==> config.mk <==
export PLATFORM = sky130hd
export DESIGN_NAME = neuron_sequencer_flat
export DESIGN_NICKNAME = d
export VERILOG_FILES = /design/src/rtl/neuron_pkg.sv /design/src/rtl/neuron_sequencer_if.sv /design/src/rtl/neuron_sequencer_operand_regfile.sv /design/src/rtl/neuron_sequencer.sv /design/src/flat_wrapper.sv
export SDC_FILE = /design/constraint.sdc
export NUM_CORES = 1
export LEC_CHECK = 0
export CORE_ASPECT_RATIO = 0.7
export CORE_UTILIZATION = 35
export DETAILED_ROUTE_END_ITERATION = 10
export PLACE_DENSITY = 0.59
export SYNTH_ARGS = -nofsm -noshare
export SYNTH_HDL_FRONTEND = slang
export SYNTH_SLANG_ARGS = --single-unit
==> constraint.sdc <==
create_clock -name clk -period 3.6 [get_ports clk]
set_clock_uncertainty 0.2 [all_clocks]
set_input_delay 0.72 -clock clk [delete_from_list [all_inputs] [get_ports clk]]
set_output_delay 0.72 -clock clk [all_outputs]
set_load 0.05 [all_outputs]
==> src/rtl/neuron_pkg.sv <==
`default_nettype none
// ============================================================================
//  Module      : neuron_pkg
//  Description : Shared widths and the sequencer state encoding for the
//                neuron operand sequencer. Imported by the interface, the
//                register file and the sequencer top.
//  Revision    : 1.0 - initial release
// ============================================================================
package neuron_pkg;

    localparam int DW    = 8;              // MAC operand width
    localparam int ACC_W = 16;             // MAC accumulator width
    localparam int ITER  = 8;              // MAC iterations per term
    localparam int IDX_W = 4;              // term index width (up to 16 terms)
    localparam int CNT_W = $clog2(ITER);   // mac_counter width

    typedef enum logic [2:0] {
        ST_IDLE   = 3'd0,
        ST_SNAP   = 3'd1,
        ST_FETCH  = 3'd2,
        ST_START  = 3'd3,
        ST_ITER   = 3'd4,
        ST_STOP   = 3'd5,
        ST_SETTLE = 3'd6,
        ST_DONE   = 3'd7
    } state_t;

endpackage
`default_nettype wire

==> src/rtl/neuron_sequencer_if.sv <==
`default_nettype none
// ============================================================================
//  Module      : neuron_sequencer_if
//  Description : Bus bundle between the neuron sequencer and its environment:
//                operand load port, job control, MAC drive/readback and the
//                valid/ready result port.
//                slave  - sequencer side
//                master - environment side (loader, MAC, result consumer)
//  Revision    : 1.0 - initial release
// ============================================================================
interface neuron_sequencer_if;
    import neuron_pkg::*;

    // operand load
    logic             ld_valid;
    logic             ld_ready;
    logic [IDX_W-1:0] ld_addr;
    logic [DW-1:0]    ld_a;
    logic [DW-1:0]    ld_w;
    // job control
    logic             go;
    logic             busy;
    // MAC side
    logic [DW-1:0]    mac_an;
    logic [DW-1:0]    mac_wn;
    logic [CNT_W-1:0] mac_counter;
    logic             mac_start;
    logic             mac_stop;
    logic [ACC_W-1:0] mac_acc;
    // result
    logic             res_valid;
    logic             res_ready;
    logic [ACC_W-1:0] res_sum;

    modport slave (
        input  ld_valid, ld_addr, ld_a, ld_w, go, mac_acc, res_ready,
        output ld_ready, busy, mac_an, mac_wn, mac_counter, mac_start,
               mac_stop, res_valid, res_sum
    );

    modport master (
        output ld_valid, ld_addr, ld_a, ld_w, go, mac_acc, res_ready,
        input  ld_ready, busy, mac_an, mac_wn, mac_counter, mac_start,
               mac_stop, res_valid, res_sum
    );

endinterface
`default_nettype wire

==> src/rtl/neuron_sequencer_operand_regfile.sv <==
`default_nettype none
// ============================================================================
//  Module      : operand_regfile
//  Description : Activation/weight pair storage for one neuron.
//                Synchronous write, combinational read, synchronous clear.
//  Ports       : clk, rst_n         - clock, synchronous active-low clear
//                i_wr_en/i_wr_addr  - write strobe and term index
//                i_wr_a/i_wr_w      - activation / weight write data
//                i_rd_addr          - read term index
//                o_rd_a/o_rd_w      - activation / weight read data
//  Revision    : 1.0 - initial release
// ============================================================================
module operand_regfile
    import neuron_pkg::*;
#(
    parameter int N_INPUTS = 8
) (
    input  wire logic             clk,
    input  wire logic             rst_n,
    input  wire logic             i_wr_en,
    input  wire logic [IDX_W-1:0] i_wr_addr,
    input  wire logic [DW-1:0]    i_wr_a,
    input  wire logic [DW-1:0]    i_wr_w,
    input  wire logic [IDX_W-1:0] i_rd_addr,
    output logic      [DW-1:0]    o_rd_a,
    output logic      [DW-1:0]    o_rd_w
);

    // The array spans the full index range so any index is a legal read.
    // Entries at N_INPUTS and above are never written and stay zero.
    localparam int c_DEPTH = 1 << IDX_W;

    logic [DW-1:0] r_a [c_DEPTH];
    logic [DW-1:0] r_w [c_DEPTH];
    logic          w_in_range;

    assign w_in_range = (32'(i_wr_addr) < 32'(N_INPUTS));

    always_ff @(posedge clk) begin
        if (!rst_n) begin
            for (int i = 0; i < c_DEPTH; i++) begin
                r_a[i] <= '0;
                r_w[i] <= '0;
            end
        end else if (i_wr_en && w_in_range) begin
            r_a[i_wr_addr] <= i_wr_a;
            r_w[i_wr_addr] <= i_wr_w;
        end
    end

    assign o_rd_a = r_a[i_rd_addr];
    assign o_rd_w = r_w[i_rd_addr];

endmodule
`default_nettype wire

==> src/rtl/neuron_sequencer.sv <==
`default_nettype none
// ============================================================================
//  Module      : neuron_sequencer
//  Description : Streams one neuron's operand pairs into the MAC a term at a
//                time, skipping zero products, then returns the accumulator
//                delta since job start on a valid/ready result port.
//  Ports       : clk    - clock, rising edge
//                rst_n  - synchronous active-low reset
//                bus    - neuron_sequencer_if.slave (load, go/busy, MAC
//                         drive and readback, result handshake)
//  Revision    : 1.0 - initial release
// ============================================================================
module neuron_sequencer
    import neuron_pkg::*;
#(
    parameter int N_INPUTS = 8
) (
    input  wire logic         clk,
    input  wire logic         rst_n,
    neuron_sequencer_if.slave bus
);

    localparam logic [IDX_W-1:0] c_LAST_IDX = IDX_W'(N_INPUTS - 1);
    localparam logic [CNT_W-1:0] c_CNT_LAST = CNT_W'(ITER - 1);

    state_t           r_state;
    logic [IDX_W-1:0] r_idx;
    logic [ACC_W-1:0] r_base;
    logic             r_ld_ready;
    logic             r_busy;
    logic [DW-1:0]    r_mac_an;
    logic [DW-1:0]    r_mac_wn;
    logic [CNT_W-1:0] r_mac_counter;
    logic             r_mac_start;
    logic             r_mac_stop;
    logic             r_res_valid;
    logic [ACC_W-1:0] r_res_sum;

    logic [DW-1:0]    w_rd_a;
    logic [DW-1:0]    w_rd_w;
    logic             w_wr_en;
    logic             w_last;
    logic             w_skip;

    // Loads only land while idle; a load in the same cycle as go is written
    // long before the first FETCH reads it.
    assign w_wr_en = bus.ld_valid && (r_state == ST_IDLE);
    assign w_last  = (r_idx == c_LAST_IDX);
    assign w_skip  = (w_rd_a == '0) || (w_rd_w == '0);

    operand_regfile #(
        .N_INPUTS (N_INPUTS)
    ) u_regfile (
        .clk       (clk),
        .rst_n     (rst_n),
        .i_wr_en   (w_wr_en),
        .i_wr_addr (bus.ld_addr),
        .i_wr_a    (bus.ld_a),
        .i_wr_w    (bus.ld_w),
        .i_rd_addr (r_idx),
        .o_rd_a    (w_rd_a),
        .o_rd_w    (w_rd_w)
    );

    always_ff @(posedge clk) begin
        if (!rst_n) begin
            r_state       <= ST_IDLE;
            r_idx         <= '0;
            r_base        <= '0;
            r_ld_ready    <= 1'b1;
            r_busy        <= 1'b0;
            r_mac_an      <= '0;
            r_mac_wn      <= '0;
            r_mac_counter <= '0;
            r_mac_start   <= 1'b0;
            r_mac_stop    <= 1'b0;
            r_res_valid   <= 1'b0;
            r_res_sum     <= '0;
        end else begin
            // start/stop are one-cycle pulses, raised only on entry to
            // START / STOP respectively
            r_mac_start <= 1'b0;
            r_mac_stop  <= 1'b0;

            unique case (r_state)
                ST_IDLE: begin
                    if (bus.go) begin
                        r_state    <= ST_SNAP;
                        r_idx      <= '0;
                        r_busy     <= 1'b1;
                        r_ld_ready <= 1'b0;
                    end
                end
                ST_SNAP: begin
                    // the MAC accumulator is never cleared; remember where
                    // this job started from
                    r_base  <= bus.mac_acc;
                    r_state <= ST_FETCH;
                end
                ST_FETCH: begin
                    if (w_skip) begin
                        // operands left untouched so the MAC inputs do not
                        // toggle across a skipped term
                        r_idx   <= r_idx + IDX_W'(1);
                        r_state <= w_last ? ST_SETTLE : ST_FETCH;
                    end else begin
                        r_mac_an      <= w_rd_a;
                        r_mac_wn      <= w_rd_w;
                        r_mac_start   <= 1'b1;
                        r_mac_counter <= '0;
                        r_state       <= ST_START;
                    end
                end
                ST_START: begin
                    r_mac_counter <= '0;
                    r_state       <= ST_ITER;
                end
                ST_ITER: begin
                    if (r_mac_counter == c_CNT_LAST) begin
                        // counter stays at its last value through STOP
                        r_mac_stop <= 1'b1;
                        r_state    <= ST_STOP;
                    end else begin
                        r_mac_counter <= r_mac_counter + CNT_W'(1);
                    end
                end
                ST_STOP: begin
                    r_idx   <= r_idx + IDX_W'(1);
                    r_state <= w_last ? ST_SETTLE : ST_FETCH;
                end
                ST_SETTLE: begin
                    // accumulator has absorbed the last term by now
                    r_res_sum   <= bus.mac_acc - r_base;
                    r_res_valid <= 1'b1;
                    r_state     <= ST_DONE;
                end
                ST_DONE: begin
                    if (bus.res_ready) begin
                        r_res_valid <= 1'b0;
                        r_busy      <= 1'b0;
                        r_ld_ready  <= 1'b1;
                        r_state     <= ST_IDLE;
                    end
                end
                default: begin
                    r_state <= ST_IDLE;
                end
            endcase
        end
    end

    assign bus.ld_ready    = r_ld_ready;
    assign bus.busy        = r_busy;
    assign bus.mac_an      = r_mac_an;
    assign bus.mac_wn      = r_mac_wn;
    assign bus.mac_counter = r_mac_counter;
    assign bus.mac_start   = r_mac_start;
    assign bus.mac_stop    = r_mac_stop;
    assign bus.res_valid   = r_res_valid;
    assign bus.res_sum     = r_res_sum;

endmodule
`default_nettype wire

==> src/flat_wrapper.sv <==
// flat-port wrapper written by rule: the top's interface ports become plain ports
module neuron_sequencer_flat import neuron_pkg::*;
#(
    parameter int N_INPUTS = 8
)
  (clk, rst_n, bus_ld_valid, bus_ld_addr, bus_ld_a, bus_ld_w, bus_go, bus_mac_acc, bus_res_ready, bus_ld_ready, bus_busy, bus_mac_an, bus_mac_wn, bus_mac_counter, bus_mac_start, bus_mac_stop, bus_res_valid, bus_res_sum);
  neuron_sequencer_if bus_i ();
  input  wire logic clk;
  input  wire logic rst_n;
  input wire logic [$bits(bus_i.ld_valid)-1:0] bus_ld_valid;
  input wire logic [$bits(bus_i.ld_addr)-1:0] bus_ld_addr;
  input wire logic [$bits(bus_i.ld_a)-1:0] bus_ld_a;
  input wire logic [$bits(bus_i.ld_w)-1:0] bus_ld_w;
  input wire logic [$bits(bus_i.go)-1:0] bus_go;
  input wire logic [$bits(bus_i.mac_acc)-1:0] bus_mac_acc;
  input wire logic [$bits(bus_i.res_ready)-1:0] bus_res_ready;
  output wire logic [$bits(bus_i.ld_ready)-1:0] bus_ld_ready;
  output wire logic [$bits(bus_i.busy)-1:0] bus_busy;
  output wire logic [$bits(bus_i.mac_an)-1:0] bus_mac_an;
  output wire logic [$bits(bus_i.mac_wn)-1:0] bus_mac_wn;
  output wire logic [$bits(bus_i.mac_counter)-1:0] bus_mac_counter;
  output wire logic [$bits(bus_i.mac_start)-1:0] bus_mac_start;
  output wire logic [$bits(bus_i.mac_stop)-1:0] bus_mac_stop;
  output wire logic [$bits(bus_i.res_valid)-1:0] bus_res_valid;
  output wire logic [$bits(bus_i.res_sum)-1:0] bus_res_sum;
  assign bus_i.ld_valid = bus_ld_valid;
  assign bus_i.ld_addr = bus_ld_addr;
  assign bus_i.ld_a = bus_ld_a;
  assign bus_i.ld_w = bus_ld_w;
  assign bus_i.go = bus_go;
  assign bus_i.mac_acc = bus_mac_acc;
  assign bus_i.res_ready = bus_res_ready;
  assign bus_ld_ready = bus_i.ld_ready;
  assign bus_busy = bus_i.busy;
  assign bus_mac_an = bus_i.mac_an;
  assign bus_mac_wn = bus_i.mac_wn;
  assign bus_mac_counter = bus_i.mac_counter;
  assign bus_mac_start = bus_i.mac_start;
  assign bus_mac_stop = bus_i.mac_stop;
  assign bus_res_valid = bus_i.res_valid;
  assign bus_res_sum = bus_i.res_sum;
  neuron_sequencer #(.N_INPUTS(N_INPUTS)) u_core (.clk(clk), .rst_n(rst_n), .bus(bus_i));
endmodule
==> results.py <==
metrics = {
    "cts": {
        "numCtsBuffers": 31,
        "ctsResizeCount": 0,
        "clock-sinks": 323,
        "insertion_delay_ns": 0.58,
        "clkTransAtPathRegs_ns": 0.07,
        "cts_setup_buffers": 0,
        "ctsHoldBuffers": 0,
        "clockBufferDepth": 3,
        "cts_tree": "yes",
        "cts_root_buf": "clkbuf_16",
        "htree_num_levels": 1,
    },
    "timing": {
        "rsz0062_at_grt": "false",
        "hold_viol_final": 0,
        "worst_pin_slew_ns": 0.957,
        "fmax_ghz": 0.297,
        "drv_slew": 0,
        "min_period_over_period_pct": 93.4,
        "fin_crit_ns": 3.36,
        "fin_setup_tns_ns": 0,
        "setup_viol": 0,
        "slew_headroom_pct": 36.1,
    },
    "die": {
        "rows": 60,
        "chipHeight_um": 169,
        "start_util_pct": 35.9,
        "core_area_um2": 38900,
        "io_pins": 81,
        "die_w_um": 241,
        "die_area_um2": 40700,
    },
    "detailed_routing": {
        "routed_wl_um": 34200,
        "drc_errors": 0,
        "drtAntennaViolNets": 0,
        "first_iter_violations": 884,
        "drtPass1Iterations": 4,
        "vias": 8542,
        "wire_per_inst_um": 19.3,
        "vias_per_cell": 4.82,
    },
    "global_routing": {
        "grt_pass1_vias": 8363,
        "grt_max_degree": 48,
        "antenna_found_initial": 0,
        "grt_usage_pct": 17.3,
        "grt_pass1_wl_um": 52200,
        "grt.overflow.total": 0,
    },
    "setup_path": {
        "worst-setup-path-type": "register to register",
        "rr_worst_depth": 10,
        "cp_max_fo": 15,
        "cp.arrival_ns": 3.66,
        "start_kind": "register",
        "critPathRequiredTime_ns": 3.90,
        "end_kind": "register",
    },
    "synthesis": {
        "ys_top_cells_by_count": "256 x edfxtp_1, 102 x and2_1, 84 x nand2_1",
        "syn_area_um2": 14000,
        "synthArstFlopShare_pct": 0,
        "synth_cell_types": 54,
        "syn_area_per_cell_um2": 14.0,
        "synth_top_family_by_area": "simple AND/OR/NAND/NOR gates",
        "synthSimpleGateAreaFrac_pct": 12.6,
        "synthTopCellsByArea": "edfxtp_1 55%, mux4_2 10%, dfxtp_1 9.6%",
        "ys_ff_latch": 323,
        "syn_inst": 997,
        "synth-compound-area-share_pct": 6.79,
        "synth_top_area_share_pct": 55.0,
        "muxShareOfSynthArea_pct": 10.4,
        "yosys_warnings": 0,
        "synth_edf_count": 256,
        "yosysMostFrequentCell": "edfxtp_1",
        "synth_top_cell_by_area": "edfxtp_1",
        "synth_fa_ha_area_share_pct": 2.11,
        "synth-xor-area-share_pct": 0.564,
        "synth_ff_type": "edfxtp_1",
        "ys_seq_area_share_pct": 64.6,
    },
    "power": {
        "seq_power_share_pct": 46.8,
        "p_int_w": 0.00687,
        "pwr_density_cell_nw_per_um2": 555,
        "swShare_pct": 27.5,
        "vdd_ir_drop_max_v": 0.000440,
        "cellLeakagePower_nw": 6.34,
        "p_comb_share_pct": 18.5,
        "clkPwrFrac_pct": 34.7,
        "p_sw_w": 0.00260,
    },
    "finish": {
        "final_core_util_pct": 43.9,
        "layout-drive-gt1-share_pct": 13.8,
        "finalNonFillerCells": 1771,
        "fin_nets": 1282,
        "area_growth_pct": 22.3,
    },
    "placement": {
        "dp_cells": 1712,
        "hpwl_um": 23400,
        "place.gp.congestion": 0.841,
        "port_buffers": 80,
    },
    "worst_hold_path": {
        "min_path_type": "register to register",
        "min_path_cells": 2,
    },
    "run_status": {
        "status": "finished clean",
    },
    "job": {
        "cap_violations": 0,
    },
}
## sequential cells by signal, indices dropped and copies added, names as in the netlist, named ones only
| signal | count |
|---|---|
| u_core.bus.mac_an | 8 |
| u_core.r_idx | 4 |
| u_core.bus.ld_ready | 1 |
| u_core.bus.mac_counter | 3 |
| u_core.u_regfile.r_w | 128 |
| u_core.u_regfile.r_a | 128 |
| u_core.bus.mac_wn | 8 |
| u_core.bus.busy | 1 |
| u_core.bus.mac_start | 1 |
| u_core.bus.res_valid | 1 |
| u_core.bus.mac_stop | 1 |
| u_core.r_base | 16 |
| u_core.bus.res_sum | 16 |
| u_core.r_state | 3 |
## critical path, cell delays in order, from the launching register on
cell and delay [ns]:
dfxtp_4 0.56, buf_4 0.25, buf_4 0.14, mux4_2 0.49, a22oi_1 0.25, nand2_1 0.10, nor4_2 0.40, a22oi_1 0.26
a221oi_4 0.43, nand3_1 0.11, o21ai_1 0.09
## power by group through the flow
stage	Sequential [W]	Combinational, W	Clock (W)
after CTS	0.00443	0.00174	0.00336
final	0.00443	0.00175	0.00329
after global placement	0.00450	0.00171	0
after detailed placement	0.00451	0.00173	0
after floorplan	0.00458	0.00107	0
after global routing	0.00446	0.00194	0.00351
## layout make-up
type                       count  area, µm²
multi-input combinational    709       5050
fill                        3559      21800
clock buffer                  40        841
clock inverter                18        170
antenna                        1       2.50
timing repair buffer         124       1220
tap                          527        659
sequential                   323       9030
inverter                      29        109
## routing by layer
| metal | routed length [µm] | vias to the layer above | track usage, % |
|---|---|---|---|
| met3 | 1970 | 45 | 3.03 |
| met2 | 14600 | 219 | 24.5 |
| met1 | 17000 | 4234 | 27.4 |
| li1 | - | 4044 | - |
| met5 | 0 | - | 0 |
| met4 | 597 | 0 | 3.27 |
## cells in the final DEF (no fill, tap or decap), types with 8 or more instances in the layout
cell type | Yosys | layout
edfxtp_1 | 256 | 256
conb_1 | 1 | 128
and2_1 | 102 | 102
nand2_1 | 84 | 84
clkdlybuf4s50_1 | 0 | 80
a21oi_1 | 73 | 73
dfxtp_1 | 67 | 66
mux4_2 | 64 | 64
nor2_1 | 45 | 45
and3_1 | 39 | 39
buf_4 | 3 | 37
a22oi_1 | 33 | 33
clkbuf_16 | 0 | 31
inv_1 | 28 | 28
ha_1 | 22 | 22
o21ai_0 | 14 | 14
nand3_1 | 14 | 14
nand2b_1 | 13 | 13
nor2b_1 | 9 | 9
clkinv_2 | 0 | 8
## stage by stage
stage,power [W],worst slack [ns],hold slack (ns),cell area [µm²]
after floorplan,0.00565,0.709,0.236,14400
after global placement,0.00621,0.0207,0.242,16100
after detailed placement,0.00625,0.0582,0.248,16100
after CTS,0.00954,0.148,0.257,17100
after global routing,0.00991,0.0193,0.274,17100
final,0.00948,0.236,0.255,17100
## worst paths after layout
kind	from	endpoint	slack, ns
setup reg to reg	register	u_core.bus.mac_counter[2]	0.24
hold reg to reg	u_core.r_base[14]	u_core.r_base[14]	0.26
setup / recovery	register	u_core.bus.mac_counter[2]	0.24
hold / removal	u_core.r_base[14]	u_core.r_base[14]	0.26
## cells by family after synthesis
family,Yosys count
multiplexers,65
other,1
AND/OR/NAND/NOR,331
AO/OA/AOI/OAI,153
adder cells (fa/ha/maj),23
buffers and inverters,92
flip-flops,323
XOR/XNOR,9
(Power assumes the default switching activity.)
